## src/rtl/img2col_pkg.sv

```systemverilog
// Shared types and defaults for the img2col pixel fetch path: geometry,
// beat phase, the sideband that travels with each SRAM read, and the slot helper.
package img2col_pkg;

  localparam int DEF_IMG_W  = 32;
  localparam int DEF_IMG_H  = 32;
  localparam int DEF_K      = 5;
  localparam int DEF_NUM_PU = 28;

  typedef enum logic {
    BUFFERING = 1'b0,
    WORKING   = 1'b1
  } phase_t;

  typedef struct packed {
    logic [4:0] pu;
    logic [2:0] tap;
    logic [2:0] slot;
    logic       row_last;
    logic       frame_last;
  } sideband_t;

  // Line-buffer slot that holds image row r.
  function automatic logic [2:0] slot_of(input logic [6:0] r, input int k);
    logic [6:0] m;
    m = r % 7'(k);
    return m[2:0];
  endfunction

endpackage

```

## src/rtl/img2col_sb_delay.sv

```systemverilog
// Valid + sideband delay line that keeps beat metadata aligned with the
// SRAM read return; flush drops every entry in one cycle.
module img2col_sb_delay
  import img2col_pkg::*;
#(
  parameter int DEPTH = 1
) (
  input  logic      clk,
  input  logic      nrst,
  input  logic      flush,
  input  logic      in_valid,
  input  sideband_t in_sb,
  output logic      out_valid,
  output sideband_t out_sb
);

  genvar gi;
  for (gi = 0; gi < DEPTH; gi++) begin : g_stage
    logic      valid_reg;
    sideband_t sb_reg;
    logic      valid_in;
    sideband_t sb_in;

    if (gi == 0) begin : g_head
      assign valid_in = in_valid;
      assign sb_in    = in_sb;
    end else begin : g_link
      assign valid_in = g_stage[gi-1].valid_reg;
      assign sb_in    = g_stage[gi-1].sb_reg;
    end

    always_ff @(posedge clk or negedge nrst) begin
      if (!nrst) begin
        valid_reg <= 1'b0;
        sb_reg    <= '0;
      end else begin
        valid_reg <= valid_in && !flush;
        sb_reg    <= sb_in;
      end
    end
  end

  assign out_valid = g_stage[DEPTH-1].valid_reg;
  assign out_sb    = g_stage[DEPTH-1].sb_reg;

endmodule

```

## src/rtl/img2col_pixel_fetch.sv

```systemverilog
// Turns img2col controller beats into input-image SRAM reads and forwards each
// returned pixel, tagged with PU/tap/slot, to the PU operand register files.
module img2col_pixel_fetch
  import img2col_pkg::*;
#(
  parameter int IMG_W  = DEF_IMG_W,
  parameter int IMG_H  = DEF_IMG_H,
  parameter int K      = DEF_K,
  parameter int NUM_PU = DEF_NUM_PU,
  parameter int DW     = 8,
  parameter int AW     = 10,
  parameter int RD_LAT = 1
) (
  input  logic          clk,
  input  logic          nrst,
  input  logic          clear,
  input  logic          map_valid,
  input  logic          map_phase,
  input  logic [5:0]    round,
  input  logic [5:0]    row_no,
  input  logic [5:0]    pu_no,
  input  logic [5:0]    pu1_add,
  output logic          mem_re,
  output logic [AW-1:0] mem_addr,
  input  logic [DW-1:0] mem_rdata,
  output logic          pe_we,
  output logic [4:0]    pe_pu,
  output logic [2:0]    pe_tap,
  output logic [2:0]    pe_slot,
  output logic [DW-1:0] pe_data,
  output logic          row_done,
  output logic          frame_done,
  output logic          range_err
);

  phase_t    phase;
  logic [6:0] row;
  logic [6:0] col;
  logic [AW-1:0] addr_next;
  logic      legal;
  logic      issue;
  logic      err_set;
  sideband_t sb_next;

  always_comb begin
    phase     = phase_t'(map_phase);
    // Working rounds read K rows ahead of the round number.
    row       = (phase == WORKING) ? ({1'b0, round} + 7'(K)) : {1'b0, row_no};
    col       = {1'b0, pu_no} + {1'b0, pu1_add};
    addr_next = AW'(row) * AW'(IMG_W) + AW'(col);
    legal     = (pu_no < 6'(NUM_PU)) && (pu1_add < 6'(K)) &&
                !((phase == BUFFERING) && (row_no >= 6'(K)));
    // Out-of-image rows are legal filler beats: no read, no error.
    issue     = map_valid && !clear && legal && (row < 7'(IMG_H));
    err_set   = map_valid && !clear && !legal;

    sb_next.pu         = pu_no[4:0];
    sb_next.tap        = pu1_add[2:0];
    sb_next.slot       = slot_of(row, K);
    sb_next.row_last   = (pu_no == 6'(NUM_PU - 1)) && (pu1_add == 6'(K - 1));
    sb_next.frame_last = sb_next.row_last && (row == 7'(IMG_H - 1));
  end

  logic          mem_re_reg;
  logic [AW-1:0] mem_addr_reg;
  sideband_t     iss_sb_reg;
  logic          range_err_reg;

  always_ff @(posedge clk or negedge nrst) begin
    if (!nrst) begin
      mem_re_reg    <= 1'b0;
      mem_addr_reg  <= '0;
      iss_sb_reg    <= '0;
      range_err_reg <= 1'b0;
    end else begin
      mem_re_reg <= issue;
      if (issue) begin
        mem_addr_reg <= addr_next;
        iss_sb_reg   <= sb_next;
      end
      if (clear) begin
        range_err_reg <= 1'b0;
      end else if (err_set) begin
        range_err_reg <= 1'b1;
      end
    end
  end

  logic      dly_valid;
  sideband_t dly_sb;

  img2col_sb_delay #(
    .DEPTH(RD_LAT)
  ) u_sb_delay (
    .clk      (clk),
    .nrst     (nrst),
    .flush    (clear),
    .in_valid (mem_re_reg),
    .in_sb    (iss_sb_reg),
    .out_valid(dly_valid),
    .out_sb   (dly_sb)
  );

  logic          take;
  logic          pe_we_reg;
  logic [4:0]    pe_pu_reg;
  logic [2:0]    pe_tap_reg;
  logic [2:0]    pe_slot_reg;
  logic [DW-1:0] pe_data_reg;
  logic          row_done_reg;
  logic          frame_done_reg;

  // clear also kills the entry that is leaving the delay line this cycle.
  assign take = dly_valid && !clear;

  always_ff @(posedge clk or negedge nrst) begin
    if (!nrst) begin
      pe_we_reg      <= 1'b0;
      pe_pu_reg      <= '0;
      pe_tap_reg     <= '0;
      pe_slot_reg    <= '0;
      pe_data_reg    <= '0;
      row_done_reg   <= 1'b0;
      frame_done_reg <= 1'b0;
    end else begin
      pe_we_reg      <= take;
      row_done_reg   <= take && dly_sb.row_last;
      frame_done_reg <= take && dly_sb.frame_last;
      if (take) begin
        pe_pu_reg   <= dly_sb.pu;
        pe_tap_reg  <= dly_sb.tap;
        pe_slot_reg <= dly_sb.slot;
        pe_data_reg <= mem_rdata;
      end
    end
  end

  assign mem_re     = mem_re_reg;
  assign mem_addr   = mem_addr_reg;
  assign pe_we      = pe_we_reg;
  assign pe_pu      = pe_pu_reg;
  assign pe_tap     = pe_tap_reg;
  assign pe_slot    = pe_slot_reg;
  assign pe_data    = pe_data_reg;
  assign row_done   = row_done_reg;
  assign frame_done = frame_done_reg;
  assign range_err  = range_err_reg;

endmodule

```

## config.mk

```make
export PLATFORM = sky130hd
export DESIGN_NAME = img2col_pixel_fetch
export DESIGN_NICKNAME = d
export VERILOG_FILES = /design/src/rtl/img2col_pkg.sv /design/src/rtl/img2col_sb_delay.sv /design/src/rtl/img2col_pixel_fetch.sv
export SDC_FILE = /design/constraint.sdc
export NUM_CORES = 1
export LEC_CHECK = 0
export CORE_MARGIN = 1.5
export CORE_UTILIZATION = 36
export CTS_CLUSTER_SIZE = 16
export DETAILED_ROUTE_END_ITERATION = 12
export PLACE_DENSITY = 0.58
export RECOVER_POWER = 50
export SLEW_MARGIN = 15
export SYNTH_ARGS = -nofsm -noshare
export SYNTH_HDL_FRONTEND = slang
export SYNTH_HIERARCHICAL = 1
export SYNTH_SLANG_ARGS = --single-unit
```

## constraint.sdc

```tcl
create_clock -name clk -period 1.73 [get_ports clk]
set_input_delay 0.173 -clock clk [delete_from_list [all_inputs] [get_ports clk]]
set_output_delay 0.173 -clock clk [all_outputs]
set_load 0.05 [all_outputs]
```

==> results_dict.tcl <==
set metrics [dict create \
    powerDensity_nw_per_um2 747.4 \
    die_y_um 97.92 \
    io-pin-count 71 \
    drt_iter0_drc 72 \
    cp.required_ns 1.95 \
    skew_ns 0.01414 \
    synth_flop_cell "dfrtp_1" \
    die_width_um 97.92 \
    fin_cells 558 \
    p_clk_frac 0.337 \
    power_switching_w 0.001196 \
    drive_gt1_frac 0.4689 \
    wirelength_um 8167 \
    fmax_mhz 523.0 \
    ctsRootBufferMaster "clkbuf_8" \
    drc 0 \
    area_growth_pct 63.77 \
    dpl.hpwl_um 5485 \
    crit_arrival_ns 2.13 \
    synth_area_sq_um 3243 \
    seq_power_share 0.382 \
    core_area_sq_um 8721 \
    end_kind "flop" \
    dr.pass1.iters 4 \
    p_sw_frac 0.3014 \
    grt-ovfl-total 0 \
    layout.nets 496 \
    place.gp.congestion 0.8665 \
    yosys_warnings 6 \
    place_inst 512 \
    wl_per_cell_um 14.64 \
    clk_latency_ns 0.34 \
    violations "setup timing" \
    ys_seq_area_frac 0.4707 \
    finalSetupViolations 5 \
    syn_area_per_cell_sq_um 11.07 \
    ir_drop_uv 473.5 \
    fin_crit_sh 1.105 \
    diodes 0 \
    rsz0062_at_grt "true" \
    ant_nets 0 \
    r2r_end "pe_data[4]" \
    antenna_found_initial 0 \
    cts_buffers 9 \
    synth_seq_cells 61 \
    vias_per_cell 4.921 \
    synthArstFlopShare 1.000 \
    portBuffers 70 \
    ff2ff_setup_slack_ns 0.58 \
    htreeDepth 3 \
    crit_end "iss_sb_reg[2]" \
    synth.distinct_cells 71 \
    dieArea_sq_um 9587 \
    startpoint "round[0]" \
    crit_fanout 4 \
    worstMarginPinSlew_ns 0.8009 \
    p_int_w 0.002773 \
    grt_usage 0.1732 \
    cts_tree "yes" \
    clockBufferDepth 2 \
    r2r_cells 3 \
    hold_viol 0 \
    cts_sinks 61 \
    grt_first_pass_wirelength_um 13240 \
    crit_type "primary input to flop" \
    synth_edf_count 0 \
    p_leak_nw 2.497 \
    final.setup.worst_slack_ns -0.1820 \
    hold_ws_ns 0.1291 \
    worst_slew_margin_rel 0.4661 \
    critPathLaunchType "primary input" \
    grt_max_degree 62 \
    combPwrFrac 0.281 \
    initial_core_util 0.3719 \
    grt_pass1_vias 2706 \
    synth_nets 344 \
    drv_cap 0 \
    clk_pin_slew_ns 0.08 \
    outcome "finished with violations" \
    route.vias.total 2746 \
    syn_inst 293 \
    hold_path_depth 4 \
    min_period_ns 1.912 \
    row_count 34 \
    worstHoldPathType "primary input to flop" \
    r2r-start "u_sb_delay/out_valid" \
    slew_violations 0 \
]
## power groups by stage
stage	combinational, W	sequential (W)	clock [W]
3_5_place_dp	0.000889	0.00155	0
6_report	0.00112	0.00152	0.00134
5_1_grt	0.00120	0.00153	0.00144
4_1_cts	0.00106	0.00152	0.00136
2_1_floorplan	0.000412	0.00163	0
3_3_place_gp	0.000879	0.00154	0
## layout make-up
class / instances / area [sq um]
clock buffers: 10 / 137.6
clock inverters: 6 / 70.07
repair buffers: 153 / 1419
fillers: 688 / 3410
multi-input cells: 210 / 1981
inverters: 10 / 42.54
well taps: 108 / 135.1
flip-flops and latches: 61 / 1526
## critical path: stages
cell and delay, ns:
buf_8 0.11, buf_6 0.11, a21oi_4 0.26, buf_4 0.16, buf_4 0.10, nor2_2 0.04, o311ai_2 0.29, a21oi_2 0.12
a211oi_4 0.26, mux2_4 0.33, nor3_2 0.10, o21ai_1 0.08
## logic make-up (layout without fill, tap and decap cells)
group | count (synthesis) | after routing | share of synthesized area
AO/OA/AOI/OAI | 61 | 61 | 0.1497
adder cells (fa/ha/maj) | 14 | 14 | 0.05864
AND/OR/NAND/NOR | 99 | 99 | 0.1597
flip-flops | 61 | 61 | 0.4707
XOR/XNOR | 11 | 11 | 0.02971
multiplexers | 25 | 25 | 0.08874
buffers and inverters | 22 | 179 | 0.04282
## placed cells by master, fill, tap and decap left out, drive strengths merged, types with 4 or more instances in the layout
cell type	instances
buf	102
dfrtp	61
nand2	53
clkdlybuf4s50	39
mux2	21
o21ai	16
ha	12
clkbuf	12
inv	11
a21oi	11
nor2	10
a21o	9
xnor2	8
nor3	7
dlygate4sd2	4
mux2i	4
clkinv	4
a31oi	4
o21a	4
nand3	4
## Yosys cell counts, drive strengths merged, types with 3 or more instances
master  number  area (sq um)
a21o         9         67.56
a21oi       11         73.83
a31oi        4         25.02
and2         3         18.77
buf          6         67.56
clkbuf       6         33.77
dfrtp       61          1526
ha          12         150.1
inv         10         37.53
mux2        21         240.2
mux2i        4         47.55
nand2       53         198.9
nand2b       3         26.27
nand3        4         20.02
nor2        10         37.54
nor2b        3         26.27
nor3         7         56.31
o21a         4         38.78
o21ai       16         83.83
o311ai       3         33.79
xnor2        8         70.07
xor2         3         26.28
## metrics by stage
stage	setup slack, ns	TNS, ns	cell area [sq um]	util	power, W
2_1_floorplan	-0.5833	-2.961	3297	-	0.002045
3_3_place_gp	-0.9737	-16.92	4444	0.5096	0.002423
3_5_place_dp	-0.9500	-17.25	4444	0.5096	0.002434
4_1_cts	-0.1336	-0.3622	5145	0.5900	0.003937
5_1_grt	-0.2062	-0.9797	5311	0.6090	0.004161
6_report	-0.1820	-0.5598	5311	0.6090	0.003970
## metal layers
metal / track usage / vias up / wire length [um]
li1: - / 1340 / -
met2: 0.2822 / 67 / 4036
met3: 0.02935 / 15 / 320
met1: 0.2272 / 1324 / 3677
met5: 0 / - / 0
met4: 0.07582 / 0 / 133
## worst min-delay path by stage
stage	start	endpoint	slack, ns
final	pu_no[1]	iss_sb_reg[9]	0.13
after global routing	pu_no[1]	iss_sb_reg[9]	0.14
after CTS	pu_no[0]	iss_sb_reg[8]	0.16
after detailed placement	nrst	pe_we	0.21
after global placement	nrst	pe_we	0.21
after floorplan	nrst	frame_done	-0.12
## what timing repair did
action	CTS	global route
pin swaps	44	35
cloned	1	2
endpoints found under the setup margin	24	24
gates resized for setup	125	32
endpoints found under the hold margin	61	0
setup buffers	22	7
hold buffers	1	0
Power figures use the tool's default switching activity.
